## src/rtl/reset_seq_pkg.sv

```systemverilog
// Shared types for the reset sequencer: FSM state encoding and counter width.
package reset_seq_pkg;

    localparam int unsigned RS_COUNT_W = 32;

    typedef enum logic [1:0] {
        RS_ASSERT,
        RS_RELEASE,
        RS_GAP,
        RS_DONE
    } reset_seq_state_e;

endpackage

```

## src/rtl/reset_seq.sv

```systemverilog
// Reset sequencer: holds all domains in reset, then releases them one by one in index
// order, waiting for each domain's ready (or a timeout) plus a fixed gap in between.
module reset_seq
    import reset_seq_pkg::*;
#(
    parameter int unsigned N_DOMAINS   = 4,
    parameter int unsigned HOLD_CYCLES = 16,
    parameter int unsigned GAP_CYCLES  = 4,
    parameter int unsigned TIMEOUT     = 256
) (
    input  logic                 clock,
    input  logic                 reset_n,
    input  logic                 soft_req,
    input  logic [N_DOMAINS-1:0] domain_ready,
    output logic [N_DOMAINS-1:0] domain_reset,
    output logic                 all_released,
    output logic [N_DOMAINS-1:0] timeout_err
);

    localparam int unsigned IDX_W = $clog2(N_DOMAINS) + 1;

    localparam logic [RS_COUNT_W-1:0] HOLD_LAST = RS_COUNT_W'(HOLD_CYCLES - 1);
    localparam logic [RS_COUNT_W-1:0] GAP_LAST  = RS_COUNT_W'(GAP_CYCLES - 1);
    localparam logic [RS_COUNT_W-1:0] TO_LAST   = RS_COUNT_W'(TIMEOUT - 1);
    localparam bit                    TO_EN     = (TIMEOUT != 0);

    if (N_DOMAINS < 1 || N_DOMAINS > 16 || HOLD_CYCLES < 1 || GAP_CYCLES < 1) begin : g_bad_params
        $error("reset_seq: N_DOMAINS must be 1..16, HOLD_CYCLES and GAP_CYCLES >= 1");
    end

    reset_seq_state_e        state, state_d;
    logic [RS_COUNT_W-1:0]   count, count_d;
    logic [IDX_W-1:0]        idx, idx_d, idx_next;
    logic [N_DOMAINS-1:0]    dr_d, to_d;
    logic                    all_d;
    logic                    ready_cur;
    logic                    timed_out;

    always_comb begin
        state_d   = state;
        count_d   = count;
        idx_d     = idx;
        dr_d      = domain_reset;
        to_d      = timeout_err;
        all_d     = all_released;
        ready_cur = 1'b0;
        idx_next  = idx + IDX_W'(1);

        for (int unsigned k = 0; k < N_DOMAINS; k++) begin
            if (idx == IDX_W'(k)) begin
                ready_cur = domain_ready[k];
            end
        end
        timed_out = TO_EN && (count == TO_LAST);

        // A soft request outside ASSERT restarts everything; it outranks ready/timeout/gap.
        if (soft_req && state != RS_ASSERT) begin
            state_d = RS_ASSERT;
            count_d = '0;
            idx_d   = '0;
            dr_d    = '1;
            to_d    = '0;
            all_d   = 1'b0;
        end else begin
            unique case (state)
                RS_ASSERT: begin
                    if (soft_req) begin
                        count_d = '0;
                    end else if (count == HOLD_LAST) begin
                        dr_d[0] = 1'b0;
                        idx_d   = '0;
                        count_d = '0;
                        state_d = RS_RELEASE;
                    end else begin
                        count_d = count + RS_COUNT_W'(1);
                    end
                end

                RS_RELEASE: begin
                    count_d = count + RS_COUNT_W'(1);
                    if (ready_cur || timed_out) begin
                        if (!ready_cur) begin
                            for (int unsigned k = 0; k < N_DOMAINS; k++) begin
                                if (idx == IDX_W'(k)) begin
                                    to_d[k] = 1'b1;
                                end
                            end
                        end
                        if (idx == IDX_W'(N_DOMAINS - 1)) begin
                            all_d   = 1'b1;
                            state_d = RS_DONE;
                        end else begin
                            count_d = '0;
                            state_d = RS_GAP;
                        end
                    end
                end

                RS_GAP: begin
                    count_d = count + RS_COUNT_W'(1);
                    if (count == GAP_LAST) begin
                        idx_d   = idx_next;
                        count_d = '0;
                        state_d = RS_RELEASE;
                        for (int unsigned k = 0; k < N_DOMAINS; k++) begin
                            if (idx_next == IDX_W'(k)) begin
                                dr_d[k] = 1'b0;
                            end
                        end
                    end
                end

                RS_DONE: begin
                end

                default: begin
                    state_d = RS_ASSERT;
                end
            endcase
        end
    end

    always_ff @(posedge clock) begin
        if (!reset_n) begin
            state        <= RS_ASSERT;
            count        <= '0;
            idx          <= '0;
            domain_reset <= '1;
            timeout_err  <= '0;
            all_released <= 1'b0;
        end else begin
            state        <= state_d;
            count        <= count_d;
            idx          <= idx_d;
            domain_reset <= dr_d;
            timeout_err  <= to_d;
            all_released <= all_d;
        end
    end

endmodule
```

## config.mk

```make
export PLATFORM = sky130hd
export DESIGN_NAME = reset_seq
export DESIGN_NICKNAME = d
export VERILOG_FILES = /design/src/rtl/reset_seq_pkg.sv /design/src/rtl/reset_seq.sv
export SDC_FILE = /design/constraint.sdc
export NUM_CORES = 1
export LEC_CHECK = 0
export CAP_MARGIN = 10
export CORE_UTILIZATION = 30
export DETAILED_ROUTE_END_ITERATION = 10
export DONT_BUFFER_PORTS = 1
export PLACE_DENSITY = 0.52
export SLEW_MARGIN = 10
export SYNTH_ARGS = -nofsm -noshare
export SYNTH_HDL_FRONTEND = slang
export SYNTH_SLANG_ARGS = --single-unit
```

## constraint.sdc

```tcl
create_clock -name clock -period 3.8 [get_ports clock]
set_input_delay 0.57 -clock clock [delete_from_list [all_inputs] [get_ports clock]]
set_output_delay 0.57 -clock clock [all_outputs]
set_load 0.01 [all_outputs]
```

==> results.json, run 1 <==
{
  "tns_ps": 0,
  "cts_tree": "yes",
  "netlist_instances": 283,
  "synth_edf_count": 0,
  "critPathLaunchType": "flip-flop",
  "fin_cells": 386,
  "p_total_uw": 1016,
  "layout_min_cycle_time_ps": 2507,
  "num_rows": 32,
  "ys_async_sr_fraction_pct": 0,
  "synth_top_family_by_area": "simple AND/OR/NAND/NOR gates",
  "avgViaCountPerCell": 5.062,
  "slew_violations": 0,
  "synthMuxAreaShare_pct": 0.4126,
  "vdd_drop_max_uv": 135.6,
  "clockRootBuffer": "clkbuf_8",
  "status": "finished clean",
  "cp.arrival_ps": 2690,
  "grt_antenna_before_repair": 0,
  "portBuffers": 0,
  "p_leak_uw": 0.0009289,
  "grt_pass1_wl_um": 8694,
  "wl_um": 5136,
  "grt.total_usage_pct": 12.98,
  "clk_pin_slew_worst_paths_ps": 100,
  "stdcell_area_um2": 2645,
  "worstMarginPinSlew_ps": 783.2,
  "seq_area_um2": 920.9,
  "start_util_pct": 31.23,
  "yosysSeqAreaShare_pct": 37.96,
  "finalSetupViolCount": 0,
  "fin_nets": 304,
  "die_y_um": 91.93,
  "globalplace.congestion": 0.7525,
  "drt_first_iter_violations": 113,
  "synthTopCellsByArea": "dfxtp_1 (38%), ha_1 (7.2%), xor2_1 (6.1%)",
  "cts_sinks": 46,
  "placed_cell_area_um2": 2535,
  "synth_common_cells": "dfxtp_1 (46), nor2_1 (36), nand2_1 (34), xor2_1 (17)",
  "hold_class": "flip-flop to flip-flop",
  "synth_largest_area_cell": "dfxtp_1",
  "drt_pre_antenna_iters": 4,
  "synth_most_common_cell": "dfxtp_1",
  "worstPathMaxFanout": 24,
  "cts_setup_buffers": 0,
  "synth_top_cell_area_share_pct": 37.96,
  "cp.required_ps": 3980,
  "ys_ff_latch": 46,
  "finalHoldViolations": 0,
  "synth_area_um2": 2426,
  "yosys.area_share.simple_pct": 30.69,
  "grt_pass1_vias": 1806,
  "synth_cell_types": 45,
  "cts_made_buffers": 5,
  "yosysWarningCount": 0,
  "synth_xor_area_share_pct": 8.664,
  "max-cap-violations": 0,
  "grt_start_max_net_pins": 25,
  "cts.path.max_buffers": 2,
  "clock_latency_ps": 310,
  "max_freq_ghz": 0.3989,
  "diodes": 0,
  "synth_compound_area_share_pct": 11.50,
  "filler_cell_count": 837,
  "final_antenna_net_count": 0,
  "dpl.cell_count": 378,
  "overflow": 0,
  "vias": 1954,
  "syn_avg_cell_area_um2": 8.573,
  "hold_buffers": 0,
  "boundaryPins": 16,
  "core_um2": 7767,
  "rsz0062_at_grt": "no",
  "drc": 0,
  "area_growth_pct": 9.025,
  "dp_hpwl_um": 3627,
  "skew_ps": 19.40,
  "drive_above_1_share_pct": 8.099,
  "fin_crit_sh_pct": 65.97,
  "dieArea_um2": 8450,
  "p_per_area_nw_per_um2": 384.2,
  "synthAdderAreaFrac_pct": 7.220,
  "cts_resized": 0,
  "die_w_um": 91.93,
  "setup.worst_path.end_class": "flip-flop",
  "htree_levels": 2,
  "multiInputGateArea_um2": 1419,
  "synth-main-ff-cell": "dfxtp_1",
  "synth_fp_nets": 304,
  "drt-wirelength-per-cell_um": 13.31,
  "criticalPathCategory": "flip-flop to flip-flop",
  "maxSlewHeadroom_pct": 47.79
}
[layout by cell type (no fill, tap or decap), types with 2 or more instances in the layout]
cell and count:
nand4b_1 2, nand2b_1 2, nand2_1 34, nand4_1 6, nor4_1 6, nor4_2 4
buf_4 3, xor2_1 17, dfxtp_1 46, o32ai_1 5, ha_1 14, inv_1 12
o21bai_1 2, o21ai_0 2, o22ai_1 3, nand3b_1 2, xnor2_1 7, o211ai_2 2
nor3b_1 2, nand3_1 14, clkbuf_8 5, o31ai_1 2, nor2b_1 2, a31oi_1 5
o211ai_1 3, and2_1 3, nor2_1 36, a21oi_1 9, nor3_2 2, and4_1 3
and3_1 8, or4_1 6
[path summary, 6_finish.rpt]
kind | startpoint | end | slack [ps] | depth (start not counted)
worst min register to register | count[1]$_SDFFE_PP0N_ | count[1]$_SDFFE_PP0N_ | 500 | 2
worst min-delay path | count[1]$_SDFFE_PP0N_ | count[1]$_SDFFE_PP0N_ | 500 | 2
worst max-delay path | idx[1]$_SDFFE_PP0P_ | count[18]$_SDFFE_PP0N_ | 1290 | 9
worst max register to register | idx[1]$_SDFFE_PP0P_ | count[18]$_SDFFE_PP0N_ | 1290 | 9
[per-layer routing]
metal	part of all wire [%]	global-route usage (%)
met1	51	17.66
met2	43	19.84
met3	4.3	3.151
met4	1.4	4.688
met5	0	0
[power by group]
group / switching, µW / internal (µW) / leakage, µW
sequential: 9.96 / 492 / 0.000371
clock: 178 / 197 / 0.0000514
combinational: 94.8 / 45.7 / 0.000507
total: 282 / 734 / 0.000929
[sequential cells by signal (all words and copies together) (netlist names)]
name          cells
count            32
domain_reset      4
timeout_err       4
idx               3
state             2
all_released      1
[critical path, cell delays in order (launching register included)]
cell	delay, ps
dfxtp_1	390
inv_1	120
ha_1	230
nand3b_1	160
a221o_1	300
o211ai_1	290
o211ai_2	290
o211ai_2	220
buf_4	290
nor2_1	80
[area by class of cell]
cell class                      count  share of cell area, %
Tap cell                          102                  4.825
Clock buffer                        6                  2.744
Multi-Input combinational cell    215                  53.64
Sequential cell                    46                  34.82
Inverter                           12                  1.703
Timing Repair Buffer                3                 0.8515
Clock inverter                      2                  1.419
[metrics by stage]
step | util (%) | setup WS, ps | hold slack, ps
after floorplan | - | 1582 | 458.3
after global placement | 32.64 | 1363 | 478.3
after detailed placement | 32.64 | 1329 | 482.6
after CTS | 34.05 | 1288 | 497.3
after global routing | 34.05 | 1053 | 511.4
final | 34.05 | 1293 | 496.8
[cells by family (layout without fill, tap and decap cells)]
kind of cell	count (synthesis)	count (layout)
flops	46	46
fa+ha+maj	14	14
xor+xnor	24	24
mux	1	1
simple gates	138	138
buf+inv	22	23
compound gates	38	38
Note: power is estimated with default switching activity, not from simulation.
==> run 2, diff against run 1 <==
- PLACE_DENSITY: 0.52 -> 0.53
- clock period: 3.8 -> 2.2 ns (I/O delays scaled with it)
==> run 2 against run 1 <==
Compared with the run above: hold slack got worse by 260 ps; flip-flop and latch count unchanged; count of clock-buffer cells in the layout unchanged; design area increased by 13%; power increased by 70%; combinational power increased by 100%; clock power increased by 54%; sequential share of layout area decreased by 3.6 points; via count increased by 5.0%; register-to-register slack got worse by 1200 ps; die area unchanged; fmax increased by 18%.
==> results.json, run 2 (synthesized netlist as in run 1, its figures left out) <==
{
  "status": "finished clean",
  "grt_antenna_before_repair": 0,
  "wl_um": 5474,
  "portBuffers": 0,
  "cts.path.max_buffers": 2,
  "diodes": 0,
  "core_um2": 7767,
  "num_rows": 32,
  "slew_violations": 0,
  "clockRootBuffer": "clkbuf_8",
  "hold_class": "input port to flip-flop",
  "critPathLaunchType": "flip-flop",
  "critPathMaxStageDelay_ps": 490,
  "rr_worst_depth": 6,
  "rsz0062_at_grt": "yes",
  "fin_ws_ps": 81.86,
  "die_y_um": 91.93,
  "drt_first_iter_violations": 37,
  "r2r_setup_slack_ps": 80,
  "drc": 0,
  "critPathTopFamily": "simple AND/OR/NAND/NOR gates",
  "finalHoldViolations": 0,
  "top_regs": "count x32, domain_reset x4, timeout_err x4",
  "final_antenna_net_count": 0,
  "p_leak_uw": 0.001117,
  "dieArea_um2": 8450,
  "fin_crit_sh_pct": 96.28,
  "layout_commonest_cell": "dfxtp_1",
  "hold_buffers": 0,
  "final_core_util_pct": 38.45,
  "area_growth_pct": 23.10,
  "grt_pass1_vias": 1965,
  "maxSlewHeadroom_pct": 49.13,
  "start_util_pct": 31.23,
  "min_to": "all_released$_SDFFE_PP0P_",
  "clock_latency_ps": 310,
  "grt_start_max_net_pins": 25,
  "avgViaCountPerCell": 4.921,
  "globalplace.congestion": 0.8084,
  "criticalPathCategory": "flip-flop to flip-flop",
  "drt-wirelength-per-cell_um": 13.13,
  "cts_made_buffers": 5,
  "fin_nets": 335,
  "grt_pass1_wl_um": 9287,
  "pre_cts_ws_ps": 54.72,
  "setup.worst_path.end_class": "flip-flop",
  "vias": 2052,
  "overflow": 0,
  "cp.arrival_ps": 2320,
  "min-delay-start": "domain_ready[3]",
  "vdd_drop_max_uv": 239.9,
  "largest-register": "count",
  "max_freq_ghz": 0.4721,
  "clk_pin_slew_worst_paths_ps": 90,
  "holdWs_ps": 237.9,
  "slowest_stage": "or4b_1",
  "layout_common_cells": "dfxtp_1 (39), nor2_1 (36), nand2_1 (33), buf_4 (33), xor2_1 (17)",
  "fin_cells": 417,
  "drive_above_1_share_pct": 24.44,
  "dp_hpwl_um": 3941,
  "worstMarginPinSlew_ps": 758.0,
  "worstPathMaxFanout": 5,
  "whs_path_depth": 2,
  "reg2reg_from": "count[11]$_SDFFE_PP0N_",
  "grt.total_usage_pct": 13.75,
  "finalSetupViolCount": 0,
  "cp.required_ps": 2410,
  "p_per_area_nw_per_um2": 578.6,
  "boundaryPins": 16,
  "path_cells": "nor4_2 -> nand4_2 -> o31ai_4 -> o21ai_2 -> or4b_1 -> and3_1",
  "skew_ps": 5.649,
  "cts_tree": "yes",
  "die_w_um": 91.93,
  "cp.buffers_inverters": 0,
  "cts_sinks": 46,
  "htree_levels": 2,
  "largest_reg_flops": 32,
  "reg2reg_to": "state[0]$_SDFFE_PP0P_",
  "layout_min_cycle_time_ps": 2118,
  "tns_ps": 0,
  "dpl.cell_count": 408,
  "max-cap-violations": 0,
  "drt_pre_antenna_iters": 4
}
-- run 2: area by class of cell --
class                      count  area [µm²]
fill                         828        4781
multi-input combinational    215        1513
sequential                    46       932.1
timing repair buffer          34       267.8
tap                          102       127.6
clock buffer                   6       82.58
inverter                      12       47.55
clock inverter                 2       16.27
-- run 2: layer usage --
layer | wire length [µm] | vias up | GRT usage [%]
met5 | 0 | - | 0
met3 | 181 | 7 | 3.566
li1 | - | 1059 | -
met2 | 2383 | 19 | 21.83
met1 | 2852 | 967 | 18.33
met4 | 57 | 0 | 3.906
-- run 2: worst max-delay path by stage --
stage	startpoint	to	slack [ps]	depth (start not counted)
after global routing	idx[0]$_SDFFE_PP0P_	count[4]$_SDFFE_PP0N_	-20	9
after floorplan	idx[1]$_SDFFE_PP0P_	state[0]$_SDFFE_PP0P_	3	8
after detailed placement	count[0]$_SDFFE_PP0N_	count[31]$_SDFFE_PP0N_	50	5
final	count[11]$_SDFFE_PP0N_	state[0]$_SDFFE_PP0P_	80	6
after CTS	count[0]$_SDFFE_PP0N_	state[0]$_SDFFE_PP0P_	20	7
after global placement	count[0]$_SDFFE_PP0N_	state[0]$_SDFFE_PP0P_	50	7
-- run 2: stage by stage --
stage          instance area (µm²)  power (µW)
5_1_grt                       2987        1835
3_5_place_dp                  2773        1160
2_1_floorplan                 2426        1064
6_report                      2987        1728
3_3_place_gp                  2773        1159
4_1_cts                       2872        1751
-- run 2: repair_timing --
action / in CTS / in global routing
buffers inserted: 0 / 1
setup endpoints to repair: 0 / 35
gates resized for setup: 0 / 28
-- run 2: report_power, final --
part	total, µW	internal (µW)	switching, µW
registers	867	849	18.0
clock network	577	259	318
logic	284	114	170
